--- config.mk ---
export PLATFORM = sky130hd
export DESIGN_NAME = input_event_ctrl
export DESIGN_NICKNAME = d
export VERILOG_FILES = /design/src/rtl/input_event_ctrl.sv
export SDC_FILE = /design/constraint.sdc
export NUM_CORES = 1
export LEC_CHECK = 0
export BUFFER_PORTS_ARGS = -buffer_cell sky130_fd_sc_hd__buf_2
export CAP_MARGIN = 10
export CORE_UTILIZATION = 39
export CTS_CLUSTER_DIAMETER = 60
export DETAILED_ROUTE_END_ITERATION = 7
export PLACE_DENSITY = 0.6
export SLEW_MARGIN = 10
export SYNTH_ARGS = -nofsm -noshare
export SYNTH_HDL_FRONTEND = slang
export SYNTH_SLANG_ARGS = --single-unit
--- constraint.sdc ---
create_clock -name clk -period 2.92 [get_ports clk]
set_input_delay 0.438 -clock clk [delete_from_list [all_inputs] [get_ports clk]]
set_output_delay 0.438 -clock clk [all_outputs]
set_load 0.02 [all_outputs]
--- src/rtl/input_event_ctrl.sv ---
// Input-event controller: synchronizes and debounces buttons/switches, latches press and
// switch-change events as sticky pending flags until acknowledged, and raises a level irq.
//
// Button debounce states:
//   state | meaning
//   REL   | released, btn_db=0
//   PWAIT | candidate press, counting stable high samples
//   PRS   | pressed, btn_db=1
//   RWAIT | candidate release, counting stable low samples
module input_event_ctrl #(
  parameter int N_BTN           = 3,
  parameter int N_SW            = 16,
  parameter int DEBOUNCE_CYCLES = 1_000_000
) (
  input  logic             clk,
  input  logic             rst_n,
  input  logic [N_BTN-1:0] btn_raw,
  input  logic [N_SW-1:0]  sw_raw,
  input  logic [N_BTN:0]   ack,
  output logic [N_BTN-1:0] btn_db,
  output logic [N_SW-1:0]  sw_db,
  output logic [N_BTN:0]   evt,
  output logic [N_BTN:0]   ovr,
  output logic             irq
);

  localparam int CW = $clog2(DEBOUNCE_CYCLES + 1);
  // Timers count down; loading DEBOUNCE_CYCLES-2 on the first stable sample means the
  // commit lands on the DEBOUNCE_CYCLES-th consecutive stable sample.
  localparam logic [CW-1:0] CNT_LOAD = CW'(DEBOUNCE_CYCLES - 2);

  typedef enum logic [1:0] {REL, PWAIT, PRS, RWAIT} btn_state_e;

  logic [N_BTN-1:0] btn_s1, btn_s2;
  logic [N_SW-1:0]  sw_s1, sw_s2;

  btn_state_e       state_q [N_BTN];
  btn_state_e       state_d [N_BTN];
  logic [CW-1:0]    cnt_q   [N_BTN];
  logic [CW-1:0]    cnt_d   [N_BTN];
  logic [N_BTN-1:0] press_fire;

  logic [N_SW-1:0]  sw_cand_q, sw_cand_d, sw_db_d;
  logic [CW-1:0]    sw_cnt_q, sw_cnt_d;
  logic             sw_fire;

  logic [N_BTN:0]   fire, evt_d, ovr_d;

  always_comb begin
    press_fire = '0;
    for (int i = 0; i < N_BTN; i++) begin
      state_d[i] = state_q[i];
      cnt_d[i]   = cnt_q[i];
      case (state_q[i])
        REL: begin
          if (btn_s2[i]) begin
            state_d[i] = PWAIT;
            cnt_d[i]   = CNT_LOAD;
          end
        end
        PWAIT: begin
          if (!btn_s2[i]) begin
            state_d[i] = REL;
            cnt_d[i]   = '0;
          end else if (cnt_q[i] == '0) begin
            state_d[i]    = PRS;
            press_fire[i] = 1'b1;
          end else begin
            cnt_d[i] = cnt_q[i] - 1'b1;
          end
        end
        PRS: begin
          if (!btn_s2[i]) begin
            state_d[i] = RWAIT;
            cnt_d[i]   = CNT_LOAD;
          end
        end
        RWAIT: begin
          if (btn_s2[i]) begin
            state_d[i] = PRS;
          end else if (cnt_q[i] == '0) begin
            state_d[i] = REL;
          end else begin
            cnt_d[i] = cnt_q[i] - 1'b1;
          end
        end
        default: begin
          state_d[i] = REL;
          cnt_d[i]   = '0;
        end
      endcase
    end
  end

  always_comb begin
    btn_db = '0;
    for (int i = 0; i < N_BTN; i++) begin
      btn_db[i] = (state_q[i] == PRS) || (state_q[i] == RWAIT);
    end
  end

  // One counter serves the whole switch vector; any change to the candidate restarts it.
  always_comb begin
    sw_cand_d = sw_cand_q;
    sw_db_d   = sw_db;
    sw_cnt_d  = sw_cnt_q;
    sw_fire   = 1'b0;
    if (sw_s2 != sw_cand_q) begin
      sw_cand_d = sw_s2;
      sw_cnt_d  = CNT_LOAD;
    end else if (sw_cand_q != sw_db) begin
      if (sw_cnt_q == '0) begin
        sw_db_d = sw_cand_q;
        sw_fire = 1'b1;
      end else begin
        sw_cnt_d = sw_cnt_q - 1'b1;
      end
    end
  end

  // A fire coinciding with ack wins and counts as a fresh event, not an overrun.
  always_comb begin
    fire  = {sw_fire, press_fire};
    evt_d = fire | (evt & ~ack);
    ovr_d = (ovr | (fire & evt)) & ~ack;
  end

  always_ff @(posedge clk) begin
    if (!rst_n) begin
      btn_s1    <= '0;
      btn_s2    <= '0;
      sw_s1     <= '0;
      sw_s2     <= '0;
      sw_cand_q <= '0;
      sw_db     <= '0;
      sw_cnt_q  <= '0;
      evt       <= '0;
      ovr       <= '0;
      irq       <= 1'b0;
      for (int i = 0; i < N_BTN; i++) begin
        state_q[i] <= REL;
        cnt_q[i]   <= '0;
      end
    end else begin
      btn_s1    <= btn_raw;
      btn_s2    <= btn_s1;
      sw_s1     <= sw_raw;
      sw_s2     <= sw_s1;
      sw_cand_q <= sw_cand_d;
      sw_db     <= sw_db_d;
      sw_cnt_q  <= sw_cnt_d;
      evt       <= evt_d;
      ovr       <= ovr_d;
      irq       <= |evt_d;
      for (int i = 0; i < N_BTN; i++) begin
        state_q[i] <= state_d[i];
        cnt_q[i]   <= cnt_d[i];
      end
    end
  end

endmodule

==> summary.md, run 1 <==
| Metric | Value |
|---|---|
| Core area | `20200 sq um` |
| CP max stage delay | `0.56 ns` |
| Count of nets after finishing | `1018` |
| Number of flops mapped to enable cells by yosys | `0` |
| Port bufs | `52` |
| Post-Place Cells | `1237` |
| CTS Buffer Depth | `2` |
| Commonest cells after routing, fill and taps aside | `dfxtp_1 (165), nand2_1 (73), and2_1 (58), a21oi_1 (55), buf_2 (51)` |
| Syn avg cell area | `8.59 sq um` |
| DIE AREA | `21300 sq um` |
| H-Tree Depth | `4` |
| Most common cell after layout, fill and taps aside | `dfxtp_1` |
| Post-cts gate resize count | `0` |
| Avg Vias per Cell | `5.58` |
| Worst-Skew Late Latency | `0.44 ns` |
| Final period utilization | `0.784` |
| Initial Utilization | `0.399` |
| Crit-path max FO | `17` |
| Vias | `7087` |
| FILL cells | `2030` |
| CP Data Required Time | `3.29 ns` |
| Area fraction in compound gates after synthesis | `0.194` |
| Row cnt | `52` |
| WL/cell | `15.1 um` |
| Slew Limit Headroom | `0.460` |
| Post-synthesis adder-cell area fraction | `0.0146` |
| DRC Markers | `0` |
| Post-CTS Setup Inserts | `0` |
| Final WS setup | `0.629 ns` |
| Cell variety after synth | `73` |
| # clock sinks | `165` |
| Global-route wire length before repair | `32900 um` |
| CP cell instances | `nor4_1 -> and2_1 -> nand3_1 -> nor3_4 -> buf_4 -> mux2i_1` |
| Synth Area in XOR/XNOR | `0.0423` |
| Cts bufs inserted | `17` |
| Final cell count without fillers | `1269` |
| GRT Total Usage | `0.188` |
| Setup tns final | `0 ns` |
| Clock-pin slew on the worst setup and hold paths | `0.07 ns` |
| Clock Skew | `0.0127 ns` |
| Top-level I/O count | `53` |
| Cells on worst reg2reg path | `6` |
| Worst hold margin | `0.162 ns` |
| Commonest register cell after synthesis | `dfxtp_1` |
| Final setup vio count | `0` |
| Largest family of logic cells by synthesized area | `simple AND/OR/NAND/NOR gates` |
| Mux cell area share after synthesis | `0.0248` |
| RSZ-0062 raised after global routing | `false` |
| CTS tree | `done` |
| Power density over cell area | `597 nW/um^2` |
| DP Wirelength | `13300 um` |
| Seq/Total Area, Yosys | `0.409` |
| Height of the chip | `146 um` |
| Syn_nets | `971` |
| 1st-pass router iterations | `7` |
| Initial drt markers | `399` |
| DIE WIDTH | `146 um` |
| Total inserted antenna cells | `0` |
| Mapped Cells | `939` |
| Post-Place Setup Slack | `0.617 ns` |
| P&R area growth vs syn | `15.1%` |
| Outcome | `finished, final reports clean` |
| WHS Path Cells | `2` |
| Startpoint types | `flop` |
| Hold buffers post-CTS | `0` |
| Worst Hold Class | `in -> reg` |
| Final hold vios | `0` |
| Antenna viol nets, final | `0` |
| GP Congestion | `0.851` |
| Slew Limit Fails | `0` |
| Share of cells above drive strength 1 | `0.141` |
| Worst-margin pin slew | `0.790 ns` |
| Largest net degree at the start of global routing | `71` |
| DRT Wirelength | `19200 um` |
| Synth area leader | `dfxtp_1` |
| Vias in the first global route | `6677` |
| Peak VDD IR | `0.380 mV` |
| FMAX | `437 MHz` |
| Synthesized area | `8070 sq um` |
| Flops & latches, synth | `165` |
| Clock Tree Root | `clkbuf_16` |
| MaxCap Viol Count | `0` |
| Share of the synthesized area in the top cell type | `0.409` |
| Worst setup EP type | `flop` |
| Area contributors post-synth | `dfxtp_1 (41%), and2_1 (4.5%), xor2_1 (3.9%)` |
| Yosys warns | `0` |
| Critical path type | `reg -> reg` |
| Post-synth ARST share | `0` |
| Initial antenna violation count | `0` |
| WP data arrival | `2.66 ns` |
| Total grt overflow | `0` |
| Slowest-stage cell, CP | `nor4_1` |
| Period minus WS final | `2.29 ns` |
| Pleak | `0.00374 uW` |
| Final Core Density | `0.459` |
| Simple-gate portion of the synthesized area | `0.275` |
[area by class of cell]
class                           count  area, sq um  share of cell area
Multi-Input combinational cell    691         4450               0.479
Timing Repair Buffer               83          495              0.0533
Clock buffer                       18          439              0.0473
Tap cell                          270          338              0.0364
Sequential cell                   165         3300               0.356
Clock inverter                     14          163              0.0175
Inverter                           28          105              0.0113
[flip-flops by register name, summed over array words and instances (netlist names), named ones only]
register,cells
sw_cnt_q,20
ovr,4
btn_s2,3
sw_s1,16
state_q,3
evt,4
btn_s1,3
sw_cand_q,16
cnt_q,60
irq,1
sw_s2,16
sw_db,16
[through the flow]
| stage | instance area [sq um] | total power [uW] |
|---|---|---|
| after floorplan | 8070 | 3090 |
| after global placement | 8690 | 3340 |
| after detailed placement | 8690 | 3340 |
| after CTS | 9290 | 5600 |
| after global routing | 9290 | 5810 |
| final | 9290 | 5550 |
[logic make-up (layout without fill, tap and decap cells)]
family | count (synthesis) | after routing
multiplexers | 20 | 20
AO/OA/AOI/OAI | 226 | 226
adder cells (fa/ha/maj) | 10 | 10
XOR/XNOR | 39 | 39
AND/OR/NAND/NOR | 396 | 396
flip-flops | 165 | 165
buffers and inverters | 83 | 143
[critical path, delay by kind of cell (launching register included)]
kind          cells  cell delay, ns
buf+inv           1            0.31
flops             1            0.36
mux               1            0.23
simple gates      4            1.31
[path summary, 6_finish.rpt]
path / from / end / slack [ns]
setup / recovery: sw_cnt_q[3] / sw_db[11] / 0.63
hold / removal: ack[0] / ovr[0] / 0.16
setup reg to reg: sw_cnt_q[3] / sw_db[11] / 0.63
hold reg to reg: sw_s1[7] / sw_s2[7] / 0.43
[cells in the mapped netlist (all sizes together) (4+ instances only)]
library cell  instances
dfxtp               165
nand2                73
and2                 58
a21oi                55
clkbuf               47
nor2                 45
o21ai                45
nor3                 42
nor4                 42
xor2                 36
nand3                32
inv                  25
or4                  25
o31a                 22
or3                  21
mux2i                20
o31ai                14
nand4                13
and3                 11
a31oi                10
a2111oi               9
nand2b                9
buf                   8
ha                    7
a21boi                6
a311oi                6
nor2b                 6
o211ai                6
o21a                  6
or2                   6
a211oi                5
o2111ai               4
[report_power, final]
| group | switching (uW) | total, uW | internal [uW] |
|---|---|---|---|
| clock network | 1080 | 2260 | 1170 |
| registers | 82.9 | 2420 | 2330 |
| logic | 545 | 879 | 334 |
| total | 1710 | 5550 | 3840 |
[metal layers]
metal	GRT usage	wire length [um]
met2	0.301	8810
met1	0.252	9270
met4	0.0595	224
met5	0	0
met3	0.0386	918
Power figures use the tool's default switching activity.
==> run 2: changes to the inputs <==
- clock period: 2.92 -> 2.2 ns (I/O delays scaled with it)
==> run 2 against run 1 <==
Against the previous run:
- the flow now finishes with violations (negative setup slack)
- first-iteration DRC count down 4.0%
- sequential power up 32%
- largest power group unchanged
- cell area up 6.9%
- sequential share of layout area down 2.3 points
==> summary.md, run 2 (synthesis results as in run 1) <==
| Metric | Value |
|---|---|
| DRC Markers | `0` |
| GRT Total Usage | `0.198` |
| Multi-input logic area | `4530 sq um` |
| Biggest regs | `cnt_q (60), sw_cnt_q (20)` |
| MaxCap Viol Count | `0` |
| FF-to-FF setup slack | `-0.02 ns` |
| Count of nets after finishing | `1088` |
| Crit-path max FO | `4` |
| Largest net degree at the start of global routing | `74` |
| Most common cell after layout, fill and taps aside | `dfxtp_1` |
| CTS tree | `done` |
| Worst r2r src | `sw_cnt_q[6]` |
| Cts bufs inserted | `17` |
| 1st-pass router iterations | `5` |
| Outcome | `complete, but fails checks` |
| Avg Vias per Cell | `5.53` |
| Row cnt | `52` |
| Slew Limit Fails | `0` |
| Final period utilization | `1.01` |
| Worst Hold Class | `in -> reg` |
| FMAX | `451 MHz` |
| Height of the chip | `146 um` |
| CTS Buffer Depth | `2` |
| P&R area growth vs syn | `23.1%` |
| Post-Place Cells | `1303` |
| WL/cell | `15.3 um` |
| Final setup vio count | `1` |
| Clock-pin slew on the worst setup and hold paths | `0.07 ns` |
| Hold Path End | `ovr[0]` |
| CP Data Required Time | `2.58 ns` |
| Top-level I/O count | `53` |
| Vias in the first global route | `6946` |
| Power density over cell area | `770 nW/um^2` |
| Initial antenna violation count | `0` |
| Vias | `7403` |
| Final WS setup | `-0.0179 ns` |
| Core area | `20200 sq um` |
| Final hold vios | `0` |
| H-Tree Depth | `4` |
| Max FFs per register | `60` |
| Worst setup EP type | `flop` |
| Global-route wire length before repair | `34500 um` |
| Crit-path leading delay family | `simple AND/OR/NAND/NOR gates` |
| Commonest cells after routing, fill and taps aside | `dfxtp_1 (161), buf_4 (100), nand2_1 (73), and2_1 (58), a21oi_1 (53)` |
| Share of cells above drive strength 1 | `0.211` |
| Antenna viol nets, final | `0` |
| DIE AREA | `21300 sq um` |
| WHS Path Cells | `2` |
| Pleak | `0.00413 uW` |
| Worst-margin pin slew | `0.575 ns` |
| # clock sinks | `165` |
| Worst hold margin | `0.0679 ns` |
| Setup tns final | `-0.0179 ns` |
| Worst-Skew Late Latency | `0.44 ns` |
| Port bufs | `52` |
| Reg-to-reg critical path endpoint | `sw_cnt_q[10]` |
| Critical path type | `reg -> reg` |
| Period minus WS final | `2.22 ns` |
| WP data arrival | `2.60 ns` |
| Sequential cell area | `3310 sq um` |
| Slew Limit Headroom | `0.617` |
| CP cell instances | `or4_4 -> or3_4 -> or3_4 -> or4_4 -> a21oi_2` |
| Final cell count without fillers | `1339` |
| Clock Skew | `0.00929 ns` |
| Startpoint types | `flop` |
| Total inserted antenna cells | `0` |
| Reg with most FFs | `cnt_q` |
| Failing checks | `negative setup slack` |
| Initial Utilization | `0.399` |
| Critical path buffers and inverters | `0` |
| FILL cells | `1934` |
| DP Wirelength | `14400 um` |
| Total grt overflow | `0` |
| Initial drt markers | `383` |
| CP max stage delay | `0.55 ns` |
| DRT Wirelength | `20500 um` |
| RSZ-0062 raised after global routing | `true` |
| Peak VDD IR | `0.517 mV` |
| DIE WIDTH | `146 um` |
| Cells on worst reg2reg path | `5` |
| Slowest-stage cell, CP | `or4_4` |
| GP Congestion | `0.833` |
| Worst min-delay path startpoint | `ack[0]` |
| Clock Tree Root | `clkbuf_16` |
run 2: cell types whose count changed in the layout (fill, tap and decap cells not counted), sizes merged:
cell      change
inv           +1
clkinvlp      -2
buf          +70
bufinv        +1
clkinv        +1
clkbuf        -1
run 2: timing repair:
| action | CTS | global route |
|---|---|---|
| pin swaps | 1 | 10 |
| gates resized for setup | 2 | 23 |
| endpoints found under the setup margin | 19 | 27 |
| hold buffers | 0 | 0 |
| setup buffers | 2 | 2 |
run 2: how the worst max path moves through the flow:
stage / from / to / slack, ns / cells past startpoint
floorplan: sw_cnt_q[3] / sw_cnt_q[10] / 0.06 / 5
global placement: sw_cnt_q[9] / sw_db[10] / -0.08 / 5
detailed placement: sw_cnt_q[9] / sw_db[2] / -0.13 / 5
CTS: cnt_q[0][42] / irq / 0.006 / 5
global route: sw_cnt_q[6] / sw_cnt_q[10] / -0.09 / 5
finish: sw_cnt_q[6] / sw_cnt_q[10] / -0.02 / 5
run 2: worst reg2reg max path, cell delays in order, from the launching register on:
cell     delay [ns]
dfxtp_2        0.33
or4_4          0.55
or3_4          0.38
or3_4          0.37
or4_4          0.42
a21oi_2        0.11
run 2: power breakdown:
part	total, uW	switching [uW]	internal [uW]
logic	1410	804	602
clock network	3050	1420	1630
registers	3190	94.7	3100
total	7650	2320	5330
run 2: area by class of cell:
class / count / area share
Inverter: 28 / 0.0106
Sequential cell: 165 / 0.333
Clock buffer: 17 / 0.0428
Clock inverter: 15 / 0.0185
Tap cell: 270 / 0.0340
Multi-Input combinational cell: 691 / 0.456
Timing Repair Buffer: 153 / 0.105
run 2: per-stage QoR:
stage	utilization	instance area [sq um]	setup WS, ns	power, uW
after detailed placement	0.455	9200	-0.129	4600
after global routing	0.491	9930	-0.0908	8020
final	0.491	9930	-0.0179	7650
after global placement	0.455	9200	-0.0778	4590
after CTS	0.487	9850	0.00601	7670
after floorplan	-	8070	0.0559	4100
run 2: routing by layer:
layer  track usage  vias up  routed length (um)
li1              -     3728                   -
met1         0.271     3482                9710
met2         0.304      156                9420
met3        0.0436       37                 967
met4        0.0711        0                 407
met5             0        -                   0
==> run 3: changes to the inputs <==
- clock period: 2.2 -> 2.8 ns (I/O delays scaled with it)
==> run 3 against run 2 <==
Against the previous run:
- the flow now finishes without violations
- clock skew grew 0.0015 ns
- clock-buffer cell count increased by 1
- die area unchanged
- core utilization decreased by 2.9 points
- maximum frequency is 4.6% lower
- combinational power decreased by 35%
- routed wire length down 6.6%
- register-to-register slack improved by 0.49 ns
==> summary.md, run 3 (synthesis results as in run 1) <==
| Metric | Value |
|---|---|
| Outcome | `finished, final reports clean` |
| Post-cts gate resize count | `0` |
| Setup tns final | `0 ns` |
| Clock Tree Root | `clkbuf_16` |
| FILL cells | `1953` |
| Max FFs per register | `60` |
| 1st-pass router iterations | `4` |
| Total inserted antenna cells | `0` |
| Post-CTS Setup Inserts | `0` |
| CP max stage delay | `0.70 ns` |
| Critical path type | `reg -> reg` |
| CTS Buffer Depth | `2` |
| Global-route wire length before repair | `32900 um` |
| Initial antenna violation count | `0` |
| Vias | `7017` |
| WP data arrival | `2.70 ns` |
| Reg with most FFs | `cnt_q` |
| Share of cells above drive strength 1 | `0.144` |
| Top-level I/O count | `53` |
| Total grt overflow | `0` |
| Antenna viol nets, final | `0` |
| Worst-margin pin slew | `0.859 ns` |
| Port bufs | `52` |
| Crit-path max FO | `8` |
| Height of the chip | `146 um` |
| Slowest-stage cell, CP | `or4_1` |
| Final hold vios | `0` |
| Cells on worst reg2reg path | `5` |
| FMAX | `430 MHz` |
| DRT Wirelength | `19200 um` |
| Slew Limit Headroom | `0.413` |
| Largest net degree at the start of global routing | `86` |
| Biggest regs | `cnt_q (60), sw_cnt_q (20)` |
| MaxCap Viol Count | `0` |
| Commonest cells after routing, fill and taps aside | `dfxtp_1 (165), nand2_1 (73), and2_1 (58), a21oi_1 (55), buf_2 (51)` |
| Sequential cell area | `3300 sq um` |
| Worst min-delay path startpoint | `ack[0]` |
| Worst setup EP type | `flop` |
| Peak VDD IR | `0.503 mV` |
| CTS tree | `done` |
| DRC Markers | `0` |
| Post-placement cell area | `8720 sq um` |
| Multi-input logic area | `4450 sq um` |
| Clock-pin slew on the worst setup and hold paths | `0.07 ns` |
| Worst r2r src | `cnt_q[0][52]` |
| Slew Limit Fails | `0` |
| Startpoint types | `flop` |
| RSZ-0062 raised after global routing | `false` |
| GP Congestion | `0.851` |
| P&R area growth vs syn | `15.8%` |
| Worst Hold Class | `in -> reg` |
| DP Wirelength | `13400 um` |
| # clock sinks | `165` |
| Final setup vio count | `0` |
| DIE WIDTH | `146 um` |
| Hold buffers post-CTS | `0` |
| WHS Path Cells | `2` |
| Count of nets after finishing | `1022` |
| Initial Utilization | `0.399` |
| Core area | `20200 sq um` |
| Post-Place Cells | `1241` |
| DIE AREA | `21300 sq um` |
| Most common cell after layout, fill and taps aside | `dfxtp_1` |
| Clock Skew | `0.0108 ns` |
| FF-to-FF setup slack | `0.47 ns` |
| Reg-to-reg critical path endpoint | `irq` |
| Design area | `9340 sq um` |
| Worst-Skew Late Latency | `0.43 ns` |
| GRT Total Usage | `0.187` |
| WL/cell | `15.0 um` |
| Initial drt markers | `378` |
| CP cell instances | `or4_1 -> or4_4 -> nor4_2 -> o21ai_0 -> nand4bb_1` |
| Final cell count without fillers | `1273` |
| CP Data Required Time | `3.17 ns` |
| Avg Vias per Cell | `5.51` |
| H-Tree Depth | `4` |
| Row cnt | `52` |
| Hold Path End | `ovr[0]` |
| Final period utilization | `0.831` |
| Period minus WS final | `2.33 ns` |
| Power density over cell area | `628 nW/um^2` |
| Vias in the first global route | `6609` |
| Pleak | `0.00376 uW` |
| Cts bufs inserted | `17` |
## run 3: cell count changes in the layout (fill, tap and decap cells not counted), moves of 4 or more
cell       change
a2111oi_0      +4
dfxtp_1        +4
buf_4         -64
a2111oi_1      -4
dfxtp_2        -4
## run 3: area by class of cell
type	count	share of cell area
clock buffer	18	0.0459
inverter	28	0.0113
clock inverter	14	0.0205
timing repair buffer	87	0.0563
tap	270	0.0362
sequential	165	0.354
multi-input combinational	691	0.476
## run 3: power by group
group	total (uW)	switching, uW	internal, uW	leakage, uW
registers	2520	87.4	2430	0.00135
logic	917	566	352	0.00212
clock network	2430	1060	1360	0.000292
total	5870	1720	4150	0.00376
## run 3: routing by layer
| metal | vias to the layer above | GRT usage | wire length (um) |
|---|---|---|---|
| met5 | - | 0 | 0 |
| met4 | 0 | 0.0595 | 230 |
| met3 | 21 | 0.0351 | 787 |
| met2 | 141 | 0.297 | 8690 |
| met1 | 3262 | 0.254 | 9450 |
| li1 | 3593 | - | - |
## run 3: metrics by stage
stage	power [uW]	utilization	hold WS (ns)	worst slack, ns
2_1_floorplan	3220	-	0.412	0.656
3_3_place_gp	3480	0.431	0.414	0.549
5_1_grt	6140	0.462	0.159	0.365
3_5_place_dp	3480	0.431	0.417	0.509
6_report	5870	0.462	0.156	0.475
4_1_cts	5910	0.462	0.148	0.504
## run 3: worst max-delay path by stage
stage	slack (ns)	startpoint	cells past startpoint	end
floorplan	0.66	sw_cnt_q[3]	5	sw_cnt_q[10]
global placement	0.55	cnt_q[0][52]	5	irq
detailed placement	0.51	cnt_q[0][52]	5	irq
CTS	0.50	cnt_q[0][52]	5	irq
global route	0.37	cnt_q[0][52]	5	irq
finish	0.47	cnt_q[0][52]	5	irq
## run 3: critical path: cells and delay by family (launching register included)
kind | cells | cell delay, ns
compound gates | 1 | 0.16
simple gates | 4 | 1.74
flops | 1 | 0.37
